--- src/rtl/keypad_scan_pkg.sv ---
// Shared types and constants for the 4x4 keypad column scanner.
package keypad_pkg;

    typedef enum logic [1:0] {
        SCAN,
        DEBOUNCE,
        PRESSED,
        RELEASE
    } scan_state_t;

    localparam logic [3:0] COL_RESET = 4'b0001;
    localparam int SETTLE_CYCLES = 3;

    function automatic int cnt_w(input int n);
        return (n > 1) ? $clog2(n) : 1;
    endfunction

endpackage

--- src/rtl/keypad_scan_if.sv ---
// Keypad-side lines and downstream key outputs of the scanner.
interface keypad_scan_if;

    logic       stop_flag;
    logic [1:0] row_code;
    logic [3:0] col;
    logic [3:0] key_code;
    logic       key_valid;
    logic       key_held;

    modport master (
        input  stop_flag,
        input  row_code,
        output col,
        output key_code,
        output key_valid,
        output key_held
    );

    modport slave (
        output stop_flag,
        output row_code,
        input  col,
        input  key_code,
        input  key_valid,
        input  key_held
    );

endinterface

--- src/rtl/keypad_scan_sync.sv ---
// Two-flop synchronizer for asynchronous inputs, reset to zero.
module sync_2ff #(
    parameter int WIDTH = 1
) (
    input  logic             clk,
    input  logic             rst_n,
    input  logic [WIDTH-1:0] d,
    output logic [WIDTH-1:0] q
);

    logic [WIDTH-1:0] meta;

    always_ff @(posedge clk or negedge rst_n) begin
        if (!rst_n) begin
            meta <= '0;
            q    <= '0;
        end else begin
            meta <= d;
            q    <= meta;
        end
    end

endmodule

--- src/rtl/keypad_scan.sv ---
// Column-scanning keypad controller with press/release debounce.
module keypad_scan
    import keypad_pkg::*;
#(
    parameter int SCAN_DIV        = 1000,
    parameter int DEBOUNCE_CYCLES = 10000
) (
    input  logic          clk,
    input  logic          rst_n,
    keypad_scan_if.master kp
);

    localparam int TW = cnt_w(SCAN_DIV);
    localparam int DW = cnt_w(DEBOUNCE_CYCLES);
    localparam logic [TW-1:0] TICK_LAST = TW'(SCAN_DIV - 1);
    localparam logic [TW-1:0] SETTLE    = TW'(SETTLE_CYCLES);
    localparam logic [DW-1:0] DB_LAST   = DW'(DEBOUNCE_CYCLES - 1);

    logic [2:0]  sync_q;
    logic        flag_s;
    logic [1:0]  row_s;

    scan_state_t state, state_n;
    logic [TW-1:0] tick_cnt, tick_n;
    logic [DW-1:0] db_cnt, db_n;
    logic [1:0]  col_idx, idx_n;
    logic [3:0]  col, col_n;
    logic [1:0]  cand_row, cand_n;
    logic [3:0]  key_code, code_n;
    logic        key_valid, valid_n;
    logic        key_held, held_n;

    sync_2ff #(.WIDTH(3)) u_sync (
        .clk   (clk),
        .rst_n (rst_n),
        .d     ({kp.stop_flag, kp.row_code}),
        .q     (sync_q)
    );

    assign flag_s = sync_q[2];
    assign row_s  = sync_q[1:0];

    always_ff @(posedge clk or negedge rst_n) begin
        if (!rst_n) begin
            state     <= SCAN;
            tick_cnt  <= '0;
            db_cnt    <= '0;
            col_idx   <= '0;
            col       <= COL_RESET;
            cand_row  <= '0;
            key_code  <= '0;
            key_valid <= 1'b0;
            key_held  <= 1'b0;
        end else begin
            state     <= state_n;
            tick_cnt  <= tick_n;
            db_cnt    <= db_n;
            col_idx   <= idx_n;
            col       <= col_n;
            cand_row  <= cand_n;
            key_code  <= code_n;
            key_valid <= valid_n;
            key_held  <= held_n;
        end
    end

    // row_s is only read while flag_s is high, so a floating row bus never reaches state
    always_comb begin
        state_n = state;
        tick_n  = tick_cnt;
        db_n    = db_cnt;
        idx_n   = col_idx;
        col_n   = col;
        cand_n  = cand_row;
        code_n  = key_code;
        valid_n = 1'b0;
        held_n  = key_held;
        unique case (state)
            SCAN: begin
                if (flag_s && tick_cnt >= SETTLE) begin
                    state_n = DEBOUNCE;
                    cand_n  = row_s;
                    db_n    = '0;
                end else if (tick_cnt == TICK_LAST) begin
                    idx_n  = col_idx + 2'd1;
                    col_n  = {col[2:0], col[3]};
                    tick_n = '0;
                end else begin
                    tick_n = tick_cnt + 1'b1;
                end
            end
            DEBOUNCE: begin
                if (flag_s && row_s == cand_row) begin
                    if (db_cnt == DB_LAST) begin
                        state_n = PRESSED;
                        code_n  = {cand_row, col_idx};
                        valid_n = 1'b1;
                        held_n  = 1'b1;
                    end else begin
                        db_n = db_cnt + 1'b1;
                    end
                end else begin
                    state_n = SCAN;
                    tick_n  = '0;
                end
            end
            PRESSED: begin
                if (!flag_s) begin
                    state_n = RELEASE;
                    db_n    = '0;
                end
            end
            RELEASE: begin
                if (flag_s) begin
                    state_n = PRESSED;
                end else if (db_cnt == DB_LAST) begin
                    state_n = SCAN;
                    held_n  = 1'b0;
                    idx_n   = col_idx + 2'd1;
                    col_n   = {col[2:0], col[3]};
                    tick_n  = '0;
                end else begin
                    db_n = db_cnt + 1'b1;
                end
            end
        endcase
    end

    assign kp.col       = col;
    assign kp.key_code  = key_code;
    assign kp.key_valid = key_valid;
    assign kp.key_held  = key_held;

endmodule

--- src/flat_wrapper.sv ---
// flat-port wrapper written by rule: the top's interface ports become plain ports
module keypad_scan_flat import keypad_pkg::*;
#(
    parameter int SCAN_DIV        = 1000,
    parameter int DEBOUNCE_CYCLES = 10000
)
  (clk, rst_n, kp_stop_flag, kp_row_code, kp_col, kp_key_code, kp_key_valid, kp_key_held);
  keypad_scan_if kp_i ();
  input  logic clk;
  input  logic rst_n;
  input wire logic [$bits(kp_i.stop_flag)-1:0] kp_stop_flag;
  input wire logic [$bits(kp_i.row_code)-1:0] kp_row_code;
  output wire logic [$bits(kp_i.col)-1:0] kp_col;
  output wire logic [$bits(kp_i.key_code)-1:0] kp_key_code;
  output wire logic [$bits(kp_i.key_valid)-1:0] kp_key_valid;
  output wire logic [$bits(kp_i.key_held)-1:0] kp_key_held;
  assign kp_i.stop_flag = kp_stop_flag;
  assign kp_i.row_code = kp_row_code;
  assign kp_col = kp_i.col;
  assign kp_key_code = kp_i.key_code;
  assign kp_key_valid = kp_i.key_valid;
  assign kp_key_held = kp_i.key_held;
  keypad_scan #(.SCAN_DIV(SCAN_DIV), .DEBOUNCE_CYCLES(DEBOUNCE_CYCLES)) u_core (.clk(clk), .rst_n(rst_n), .kp(kp_i));
endmodule
--- config.mk ---
export PLATFORM = sky130hd
export DESIGN_NAME = keypad_scan_flat
export DESIGN_NICKNAME = d
export VERILOG_FILES = /design/src/rtl/keypad_scan_pkg.sv /design/src/rtl/keypad_scan_if.sv /design/src/rtl/keypad_scan_sync.sv /design/src/rtl/keypad_scan.sv /design/src/flat_wrapper.sv
export SDC_FILE = /design/constraint.sdc
export NUM_CORES = 1
export LEC_CHECK = 0
export BUFFER_PORTS_ARGS = -buffer_cell sky130_fd_sc_hd__buf_2
export CORE_MARGIN = 8
export CORE_UTILIZATION = 50
export DETAILED_ROUTE_END_ITERATION = 7
export GPL_ROUTABILITY_DRIVEN = 0
export HOLD_SLACK_MARGIN = 0.05
export PLACE_DENSITY_LB_ADDON = 0.05
export SLEW_MARGIN = 10
export SYNTH_ARGS = -nofsm -noshare
export SYNTH_HDL_FRONTEND = slang
export SYNTH_HIERARCHICAL = 1
export SYNTH_SLANG_ARGS = --single-unit
--- constraint.sdc ---
create_clock -name clk -period 3.8 [get_ports clk]
set_clock_uncertainty 0.2 [all_clocks]
set_input_delay 0.57 -clock clk [delete_from_list [all_inputs] [get_ports clk]]
set_output_delay 0.57 -clock clk [all_outputs]
set_load 0.05 [all_outputs]
# == Word-level counts from Yosys, hierarchy flattened ==
# Cells that the tools add are included.
# word_totals
register_bits,46
out_inout_bits,10
word_cells,82
# classes
addsub,3
order_cmp,1
eq_ne,17
n_mux,37
n_reduce_logical,13
# ops
cell,count
$mux 14,5
$pmux 14 s4,1
$mux 10,5
$pmux 10 s3,1
$mux 2,10
$mux 4,4
$reduce_and 5->1,3
$add 14x1->14 const B,1
$eq 14x14->1 const B,1
$add 10x1->10 const B,1
$eq 10x10->1 const B,1
$ge 10x2->1 const B,1
$ne 2x1->1 const B,5
$ne 2x2->1 const B,4
$pmux 2 s4,1
$pmux 4 s2,1
$reduce_and 4->1,2
$mux 1,7
$eq 2x2->1 const B,2
$pmux 2 s2,1
$reduce_bool 2->1,2
$ne 3x2->1 const B,1
$ne 3x3->1 const B,1
$reduce_and 3->1,1
8 further kinds,9

# == Longest topological paths before layout ==
# logic_depth
ltp_word,4
depth_mapped,8
mapped_depth_nobuf,6

# == Cells and area by module ==
# Netlist, hierarchy kept.
# modules_own_cells
mod,instances,cells_each,area_each_um2,seq_area_each_um2
keypad_scan,1,218,2134.5,1002.2
sync_2ff,1,6,150.1,150.1

# == Worst setup path after synthesis ==
# OpenSTA, ideal clock, no wires.
# synth_timing
path_type,register to register
startpoint,register u_core.db_cnt[7]
endpoint,register u_core.key_code[0] (netlist: u_core/kp.key_code[0])
t_arrival_ps,2103
required_time_ps,3475
slack_ps,1373
path_stages_with_launch,7
path_cell_list,dfrtp_1 -> buf_6 -> or4_4 -> or4_1 -> buf_2 -> nor3_4 -> mux2_2
# synth_via
elab_chain_cells,2
# synth_lines
item,line,text
start: declaration,keypad_scan.sv:25,"logic [DW-1:0] db_cnt, db_n;"
start signal: assignment,keypad_scan.sv:57,db_cnt <= db_n;
$eq 14x14->1,keypad_scan.sv:94,if (db_cnt == DB_LAST) begin
$reduce_and 3->1 (no source line),--,
end signal: assignment,keypad_scan.sv:61,key_code <= code_n;
end: declaration,keypad_scan.sv:29,"logic [3:0] key_code, code_n;"
# Every way passes these cells.
# A chain may end at the register's enable or synchronous reset.

# == Worst setup path after layout ==
# layout_timing
startpoint,register u_core.tick_cnt[0]
endpoint,register u_core.tick_cnt[6]
# layout_via
elab_chain_cells,4
# layout_lines
item,line,text
start: declaration,keypad_scan.sv:24,"logic [TW-1:0] tick_cnt, tick_n;"
start signal: assignment,keypad_scan.sv:56,tick_cnt <= tick_n;
$add 10x1->10 (tied with other cells),keypad_scan.sv:89,tick_n = tick_cnt + 1'b1;
$mux 10 or $logic_and 1x1->1 (tied branches),"keypad_scan.sv:84, keypad_scan.sv:80",
$mux 10 or $ne 2x2->1 (tied branches),--,
$pmux 10 s3 or $reduce_and 5->1 (tied branches),--,
# Several ways; a longest one is shown, not always the timed one. The select of a mux whose other input is x is not followed.

==> flow_summary_export.csv <==
group,metric,value,unit
yosys,synth_edf_count,0,
place,port_buffers,14,
power,internal_power,0.8666,mW
clock_network,postCtsSetupBuffers,0,
global_routing,grt_pass1_vias,1764,
setup_path,arrival,2.64,ns
cells_and_area,synthToLayoutAreaGrowth,9.420,%
detailed_routing,drt_iter0_drc,265,
yosys,synth-simple-area-share,0.2256,
yosys,synth_fa_ha_area_frac,0.01095,
sta,finalSetupViolations,0,
clock_network,cts_buffer_depth,2,
detailed_routing,via_per_inst,6.301,
die,die-area,0.006988,mm2
power,switching_share,0.3382,
yosys,ys_ff_latch,46,
place,dp.cells,284,
setup_path,required,3.78,ns
yosys,syn_nets,231,
yosys,yosys.area.top_type,"dfrtp_1",
cells_and_area,final_common_cell,"dfrtp_1",
cells_and_area,final_cells,292,
hold_path,hold_path.class,"reg2reg",
clock_network,cts.htree.levels,2,
yosys,synth-main-ff-cell,"dfrtp_1",
yosys,synth-compound-area-share,0.1659,
power,combPwrFrac,0.269,
clock_network,root_buffer,"clkbuf_8",
setup_path,rr_worst_depth,6,
yosys,ys_types,48,
die,rows,24,
cells_and_area,fillers,379,
setup_path,critPathLaunchType,"flip-flop",
power,pwr-share-seq,0.466,
yosys,synth-xor-area-share,0.01150,
yosys,async_reset_ff_frac,1.000,
detailed_routing,wl_per_cell,16.21,um
detailed_routing,antenna_left,0,
cells_and_area,n_antenna_cell,0,
power,irDropWorstVdd,0.2710,mV
die,ios,15,
sta,max_freq,0.3757,GHz
status,status,"finished, final reports clean",
run,max_cap_violations,0,
sta,grt_setup_unrepaired,"no",
sta,report.final.slew_viol_count,0,
clock_network,cts_sinks,46,
hold_path,min_path_cells,0,
clock_network,cts_resized,0,
clock_network,path_clk_slew,0.08,ns
yosys,ys_warn_count,6,
sta,worst_slew_pin_slew,1.005,ns
place,dp.final_hpwl,3.336,mm
setup_path,crit_type,"reg2reg",
die,initial_core_util,0.5211,
setup_path,timing.critical_path.fanout_max,6,
power,power.density,523.9,mW/mm2
sta,tns,0,ns
global_routing,overflow,0,
cells_and_area,drive_gt1_frac,0.1750,
sta,period_needed,2.662,ns
global_routing,grt_pass1_wl,8.438,mm
yosys,yosys-mux-area-fraction,0.05422,
yosys,synth_top_family_by_area,"simple AND/OR/NAND/NOR gates",
yosys,synth_area_leaders,"dfrtp_1 (49%), mux2_2 (5.4%), o21ai_0 (2.8%), nand2_1 (2.8%), nor2_1 (2.8%)",
yosys,synthCells,224,
power,power.switching,0.4430,mW
cells_and_area,mostFrequentLayoutCells,"dfrtp_1 (45), nand2_1 (17), nor2_1 (17), buf_2 (14), o21ai_0 (13)",
detailed_routing,via_count,1840,
clock_network,clkLatencyLatePin,0.29,ns
power,p_clk_frac,0.266,
global_routing,antenna_found_initial,0,
yosys,yosys.area.top_type_share,0.4929,
setup_path,endpoint_kind,"flip-flop",
clock_network,cts_buffers,5,
die,core,0.004384,mm2
die,die_w,83.60,um
clock_network,hold_buffers,0,
global_routing,track_usage,0.1402,
global_routing,grt_max_degree,47,
sta,final.period_utilization,0.7004,
detailed_routing,first_pass_iters,4,
die,die-height,83.60,um
cells_and_area,post-route-util,0.5702,
cells_and_area,final_net_count,246,
clock_network,cts_tree,"yes",
yosys,synth.cell_area,0.002285,mm2
sta,final-hold-violation-count,0,
detailed_routing,finalWirelength,4.733,mm
detailed_routing,route.detailed.drc,0,
yosys,yosysSeqAreaShare,0.5044,
yosys,syn_area_per_cell,10.20,um2
sta,max_slew_margin,0.3299,
power,power.leakage,1.144,nW
per-stage QoR:
step	setup WS [ns]	total power, mW	cell area [um2]	hold slack, ns
finish	1.138	1.310	2500	0.1488
global route	0.9349	1.402	2500	0.1686
CTS	1.202	1.325	2500	0.1504
detailed placement	1.209	0.9676	2391	0.1364
global placement	1.252	0.9510	2391	0.1329
floorplan	1.373	0.8676	2285	0.07441
worst paths after layout:
kind / from / to / slack [ns]
max: u_core/tick_cnt[0]$_DFFE_PN0P_ / u_core/tick_cnt[6]$_DFFE_PN0P_ / 1.14
min: u_core/u_sync/meta[0]$_DFF_PN0_ / u_core/u_sync/q[0]$_DFF_PN0_ / 0.15
max reg2reg: u_core/tick_cnt[0]$_DFFE_PN0P_ / u_core/tick_cnt[6]$_DFFE_PN0P_ / 1.14
min reg2reg: u_core/u_sync/meta[0]$_DFF_PN0_ / u_core/u_sync/q[0]$_DFF_PN0_ / 0.15
max in group asynchronous: rst_n / u_core/kp.col[3]$_DFFE_PN0P_ / 2.54
min in group asynchronous: rst_n / u_core/tick_cnt[3]$_DFFE_PN0P_ / 0.24
kinds of logic after synthesis:
logic type / count (synthesis)
flops: 46
xor+xnor: 3
simple gates: 92
compound gates: 56
fa+ha+maj: 2
buf+inv: 14
mux: 11
cell usage after synthesis, types with 3 or more instances:
cell type	number
o31ai_1	5
xnor2_1	3
mux2_2	11
a31oi_1	9
nand2_1	17
nor4_1	4
o21ai_0	13
o211ai_1	5
nor2_1	17
inv_1	7
nor3_1	4
or4_1	3
or3_1	3
a21oi_1	6
nand4_1	5
and3_1	10
nand2b_1	3
nand3_1	12
a211o_1	4
clkbuf_1	4
dfrtp_1	45
registers in the layout, indices dropped and copies added, names as in the netlist:
name and cells:
u_core/kp.key_code 4, u_core/kp.key_held 1, u_core/col_idx 2, u_core/kp.col 4, u_core/kp.key_valid 1, u_core/cand_row 2
u_core/tick_cnt 10, u_core/db_cnt 14, u_core/state 2, u_core/u_sync/q 3, u_core/u_sync/meta 3
per-layer routing:
metal | routed length [um] | track usage | vias to the layer above
li1 | - | - | 878
met1 | 2066 | 0.1777 | 919
met2 | 2450 | 0.2253 | 39
met3 | 180 | 0.03809 | 4
met4 | 36 | 0.04239 | 0
met5 | 0 | 0 | -
worst max-delay path, cell delays in order, from the launching register on:
cell and delay [ns]:
dfrtp_1 0.42, ha_1 0.27, nor4_1 0.47, a311oi_1 0.25, nor2_1 0.41, nor2_1 0.19, a211o_1 0.33
power by group through the flow:
stage	combinational [mW]	sequential [mW]	clock, mW
5_1_grt	0.391	0.622	0.388
6_report	0.352	0.610	0.348
3_5_place_dp	0.349	0.618	0
3_3_place_gp	0.335	0.616	0
4_1_cts	0.350	0.609	0.366
2_1_floorplan	0.265	0.603	0
final cells by class:
| type | count | area (um2) | area share |
|---|---|---|---|
| sequential | 46 | 1152 | 0.4610 |
| multi-input combinational | 164 | 1070 | 0.4279 |
| timing repair buffer | 15 | 77.57 | 0.03103 |
| clock buffer | 5 | 68.82 | 0.02753 |
| tap | 52 | 65.06 | 0.02603 |
| clock inverter | 3 | 40.04 | 0.01602 |
| inverter | 7 | 26.28 | 0.01051 |
(Power assumes the default switching activity.)
